**src/rtl/awgn_stat_monitor.sv**
```systemverilog
// awgn_stat_monitor: reduces a block of 2^LOG2_N (x0, x1) noise pairs to
// per-channel sum, sum of squares and a shared |x| >= threshold count.
// Results stay on the outputs until the next accepted start clears them.

// Per-channel accumulator: signed sum, unsigned sum of squares, outlier hit.
module awgn_stat_chan #(
  parameter int LOG2_N = 10,
  parameter int W      = 16
) (
  input  logic                    clk,
  input  logic                    reset,
  input  logic                    clr,
  input  logic                    acc_en,
  input  logic [W-1:0]            x,
  input  logic [W-1:0]            thr,
  output logic                    hit,
  output logic [W+LOG2_N-1:0]     sum,
  output logic [2*W+LOG2_N-1:0]   sumsq
);
  logic [W:0]            x_ext;
  logic [W:0]            mag;
  logic signed [2*W-1:0] prod;

  // Magnitude at W+1 bits so the most negative sample does not wrap.
  always_comb begin
    x_ext = {x[W-1], x};
    mag   = x[W-1] ? (~x_ext + (W+1)'(1)) : x_ext;
    hit   = (mag >= {1'b0, thr});
    prod  = $signed(x) * $signed(x);
  end

  // Accumulate on every accepted pair; clear on a new block.
  always_ff @(posedge clk) begin
    if (reset || clr) begin
      sum   <= '0;
      sumsq <= '0;
    end else if (acc_en) begin
      sum   <= sum + {{LOG2_N{x[W-1]}}, x};
      sumsq <= sumsq + {{LOG2_N{1'b0}}, prod};
    end
  end
endmodule

module awgn_stat_monitor #(
  parameter int LOG2_N = 10,
  parameter int W      = 16
) (
  input  logic                    clk,
  input  logic                    reset,
  input  logic                    start,
  input  logic [W-1:0]            threshold,
  input  logic                    in_valid,
  output logic                    in_ready,
  input  logic [W-1:0]            x0,
  input  logic [W-1:0]            x1,
  output logic                    busy,
  output logic                    out_valid,
  input  logic                    out_ready,
  output logic [W+LOG2_N-1:0]     sum0,
  output logic [W+LOG2_N-1:0]     sum1,
  output logic [2*W+LOG2_N-1:0]   sumsq0,
  output logic [2*W+LOG2_N-1:0]   sumsq1,
  output logic [LOG2_N+1:0]       outliers
);
  localparam int NUM_CH = 2;

  typedef enum logic [1:0] {IDLE, ACCUM, REPORT} state_t;

  state_t                                 state_q, state_d;
  logic [LOG2_N-1:0]                      cnt_q;
  logic [W-1:0]                           thr_q;
  logic                                   clr, accept, last;
  logic [NUM_CH-1:0][W-1:0]               xs;
  logic [NUM_CH-1:0]                      hit;
  logic [NUM_CH-1:0][W+LOG2_N-1:0]        sum_a;
  logic [NUM_CH-1:0][2*W+LOG2_N-1:0]      sumsq_a;

  assign xs       = {x1, x0};
  assign sum0     = sum_a[0];
  assign sum1     = sum_a[1];
  assign sumsq0   = sumsq_a[0];
  assign sumsq1   = sumsq_a[1];

  // Handshake qualifiers, all gated by the registered state.
  always_comb begin
    clr    = (state_q == IDLE) && start;
    accept = (state_q == ACCUM) && in_valid;
    last   = accept && (&cnt_q);
  end

  // Next-state and state-decoded outputs.
  always_comb begin
    state_d   = state_q;
    in_ready  = 1'b0;
    busy      = 1'b0;
    out_valid = 1'b0;
    case (state_q)
      IDLE: begin
        if (start) state_d = ACCUM;
      end
      ACCUM: begin
        in_ready = 1'b1;
        busy     = 1'b1;
        if (last) state_d = REPORT;
      end
      REPORT: begin
        busy      = 1'b1;
        out_valid = 1'b1;
        if (out_ready) state_d = IDLE;
      end
      default: state_d = IDLE;
    endcase
  end

  // State register.
  always_ff @(posedge clk) begin
    if (reset) state_q <= IDLE;
    else       state_q <= state_d;
  end

  // Pair counter wraps to zero on the last pair; threshold latched on start.
  always_ff @(posedge clk) begin
    if (reset) begin
      cnt_q <= '0;
      thr_q <= '0;
    end else if (clr) begin
      cnt_q <= '0;
      thr_q <= threshold;
    end else if (accept) begin
      cnt_q <= cnt_q + LOG2_N'(1);
    end
  end

  // Outlier count spans both channels.
  always_ff @(posedge clk) begin
    if (reset || clr)
      outliers <= '0;
    else if (accept)
      outliers <= outliers + (LOG2_N+2)'(hit[0]) + (LOG2_N+2)'(hit[1]);
  end

  for (genvar ch = 0; ch < NUM_CH; ch++) begin : g_ch
    awgn_stat_chan #(.LOG2_N(LOG2_N), .W(W)) u_chan (
      .clk    (clk),
      .reset  (reset),
      .clr    (clr),
      .acc_en (accept),
      .x      (xs[ch]),
      .thr    (thr_q),
      .hit    (hit[ch]),
      .sum    (sum_a[ch]),
      .sumsq  (sumsq_a[ch])
    );
  end
endmodule

```
**config.mk**
```make
export PLATFORM = sky130hd
export DESIGN_NAME = awgn_stat_monitor
export DESIGN_NICKNAME = d
export VERILOG_FILES = /design/src/rtl/awgn_stat_monitor.sv
export SDC_FILE = /design/constraint.sdc
export NUM_CORES = 2
export LEC_CHECK = 0
export BUFFER_PORTS_ARGS = -buffer_cell sky130_fd_sc_hd__buf_2
export CORE_ASPECT_RATIO = 0.6
export CORE_UTILIZATION = 30
export CTS_BUF_LIST = sky130_fd_sc_hd__clkbuf_8
export DETAILED_ROUTE_END_ITERATION = 10
export GPL_TIMING_DRIVEN = 1
export PLACE_DENSITY = 0.44
export SKIP_CTS_REPAIR_TIMING = 1
export SLEW_MARGIN = 40
export SYNTH_ARGS = -nofsm -noshare
export SYNTH_HDL_FRONTEND = slang
export SYNTH_SLANG_ARGS = --single-unit
```
**constraint.sdc**
```tcl
create_clock -name clk -period 28 [get_ports clk]
set_clock_uncertainty 0.2 [all_clocks]
set_input_delay 4.2 -clock clk [delete_from_list [all_inputs] [get_ports clk]]
set_output_delay 4.2 -clock clk [all_outputs]
set_load 0.01 [all_outputs]
```
==> run metrics <==
outcome=completed; IO buf count=roughly 200; Hold Startpoint=thr_q[13]$_SDFFE_PP0P_; most frequent cells in the layout=inv_1, fa_1, nand2_1; root buf cell=clkbuf_8; total negative setup slack=0 ns; Synth area leader=fa_1; Finish-stage setup viols=0; ys flop type=dfxtp_1; Final Wtd Congestion=0.896; Synthesis Warnings=0; Synth top area share=0.308; CP bufs+invs=7; crit end category=flop; vias in the first global route=approximately 24000; Hold WC Path Type=flop to flop; clock sink total=between 150 and 200; Crit path max-delay family=adder cells; aggregate global routing overflow=0; hold path endpoint=thr_q[13]$_SDFFE_PP0P_; Max Slew Vio Count=0; CTS tree=built; height of the die=between 200 and 300 µm; worst reg-to-reg path cell count=19; worst-margin pin slew=approximately 0.91 ns; vias=approximately 24000; worst hold stages=2; Skew-Pair Late Insertion Delay=roughly 0.64 ns; die width=417 µm; DRC violations left=0; hpwl dp=roughly 82000 µm; RSZ-0062 raised after global routing=no; #FFs+latches synth=about 180; syn_area_per_cell=between 8 and 9 µm²; CTS max path bufs=2; CP Max Fanout=22; Antenna Violating Nets Remaining=0; ys async rst share=0; TritonRoute pass-1 iters=5; Layout area overhead=9.37%; largest net degree at the start of global routing=slightly below 80; final setup margin=between 15 and 20 ns; Mapped Nets=4560; Final Hold Fails=0; Post-synth EDFFs=0; r2r endpoint=outliers[10]$_SDFFE_PP0P_; Worst path slowest cell=fa_1; Cell variety after synth=between 80 and 90; Total Routing Usage GR=0.197; CP Class=input port to flop; WP data required=about 28 ns; max-cap viol count=0; Initial DRC Count=1590; Starting Density=0.306; top post-synthesis cells by area=fa_1, ha_1, dfxtp_1; H-tree Lvls=4; first-pass GRT wire length=about 150000 µm; Seq/Total Area, Yosys=0.113; Die ar.=105000 µm²; Post-Syn Instances=3692; fin crit share=0.463; WL/cell=~19 µm; initial antenna violation count=6; num ports=204; cell mode on critical path=fa_1; WL final=~100000 µm; dpl ws=between 10 and 15 ns; clock slew at reported path FFs=between 0.1 and 0.15 ns; r2r startpoint=thr_q[1]$_SDFFE_PP0P_; Core Footprint=approximately 100000 µm²; fin nets=roughly 4700; max_slew headroom=0.392; type of origin of the critical path=input port; row count=90; CP peak stage delay=about 0.54 ns; share of post-route cells with drive strength above 1=0.0791; commonest non-fill, non-tap cell in the layout=inv_1; Data arrival, critical path=between 10 and 15 ns; Fmax=between 70 and 80 MHz; worst reg2reg setup slack=23.74 ns; Netlist Area Pre-Place=31000 µm²; Final min period=12.96 ns; routed vias/inst=between 4 and 5; CTS buffer count=17
-- flip-flops by register name, indices dropped and copies added, names as in the netlist --
signal and cells:
outliers 12, state_q 2, g_ch.u_chan.sum 52, cnt_q 10, g_ch.u_chan.sumsq 84, thr_q 16
-- through the flow --
stage / hold WS, ns / util / area [µm²] / cells
after floorplan: 0.236 / - / 31000 / 3692
after global routing: 0.293 / 0.334 / 33900 / 5198
after global placement: 0.246 / 0.329 / 33400 / 5164
final: 0.263 / 0.334 / 34000 / 5204
after CTS: 0.266 / 0.334 / 33900 / 5197
after detailed placement: 0.247 / 0.330 / 33500 / 5165
-- Yosys cell counts, types with 5 or more instances --
cell type	count
a211o_1	7
nor3_1	45
nand4_1	35
o21ai_0	55
o21ai_1	39
o21a_1	35
fa_1	478
o31ai_1	13
o2111ai_1	5
o21bai_1	20
xor2_1	71
ha_1	337
xnor2_1	141
a31oi_1	19
nand2b_1	24
nor4_1	9
and2_1	76
a21oi_1	243
inv_1	714
a21o_1	74
clkbuf_1	109
or2_2	5
or4_1	8
buf_1	14
nor2b_1	27
or3_1	27
a21boi_1	7
a211oi_1	18
nand3_1	74
mux2i_1	5
and3_1	25
nor2_1	202
o221ai_1	5
dfxtp_1	176
nand2_1	443
o211ai_1	14
-- cell type report --
type,count,area (µm²)
Clock inverter,14,156
Clock buffer,18,248
Sequential cell,176,3520
Inverter,720,2700
Timing Repair Buffer,216,1130
Tap cell,1380,1730
Antenna cell,7,17.5
Fill cell,10800,67600
Multi-Input combinational cell,2673,24400
-- logic make-up (layout without fill, tap and decap cells) --
kind of cell               count (synthesis)  in the layout  synth area share
DFF                                      176            176             0.113
xor gates and xnor gates                 212            212            0.0598
other                                      0              7                 0
muxes                                      7              7           0.00234
and+or+nand+nor                         1022           1022             0.151
AOI/OAI and AO/OA                        617            617             0.128
adders and majority gates                815            815             0.444
buffers and inverters                    843            968             0.102
-- worst reg2reg max path: cells and delay by family (launching register included) --
kind	cells	cell delay (ns)
flip-flops	1	0.37
buffers and inverters	2	0.22
AO/OA/AOI/OAI	9	1.76
adder cells (fa/ha/maj)	3	0.93
AND/OR/NAND/NOR	4	0.51
XOR/XNOR	1	0.15
-- worst max-delay path by stage --
stage,from,to,slack (ns),depth (start not counted)
6_report,x1[1],g_ch[1].u_chan.sumsq[41]$_SDFFE_PP0P_,15.04,34
4_1_cts,x0[15],g_ch[0].u_chan.sumsq[34]$_SDFFE_PP0P_,15.09,28
3_3_place_gp,x0[15],g_ch[0].u_chan.sumsq[32]$_SDFFE_PP0P_,13.91,28
3_5_place_dp,x0[15],g_ch[0].u_chan.sumsq[38]$_SDFFE_PP0P_,14.43,32
5_1_grt,x1[1],g_ch[1].u_chan.sumsq[41]$_SDFFE_PP0P_,14.49,34
2_1_floorplan,x1[3],g_ch[1].u_chan.sumsq[41]$_SDFFE_PP0P_,16.17,32
-- routing by layer --
layer	up-vias	share of wire	wire (µm)	track usage
met1	11600	0.55	55400	0.321
li1	12000	-	-	-
met2	505	0.36	35700	0.241
met3	40	0.079	7870	0.0629
met4	0	0.012	1200	0.0328
met5	-	0	0	0
Power is not shown: default switching activity piles up to over one toggle a cycle in this logic, so the estimate is an artifact.
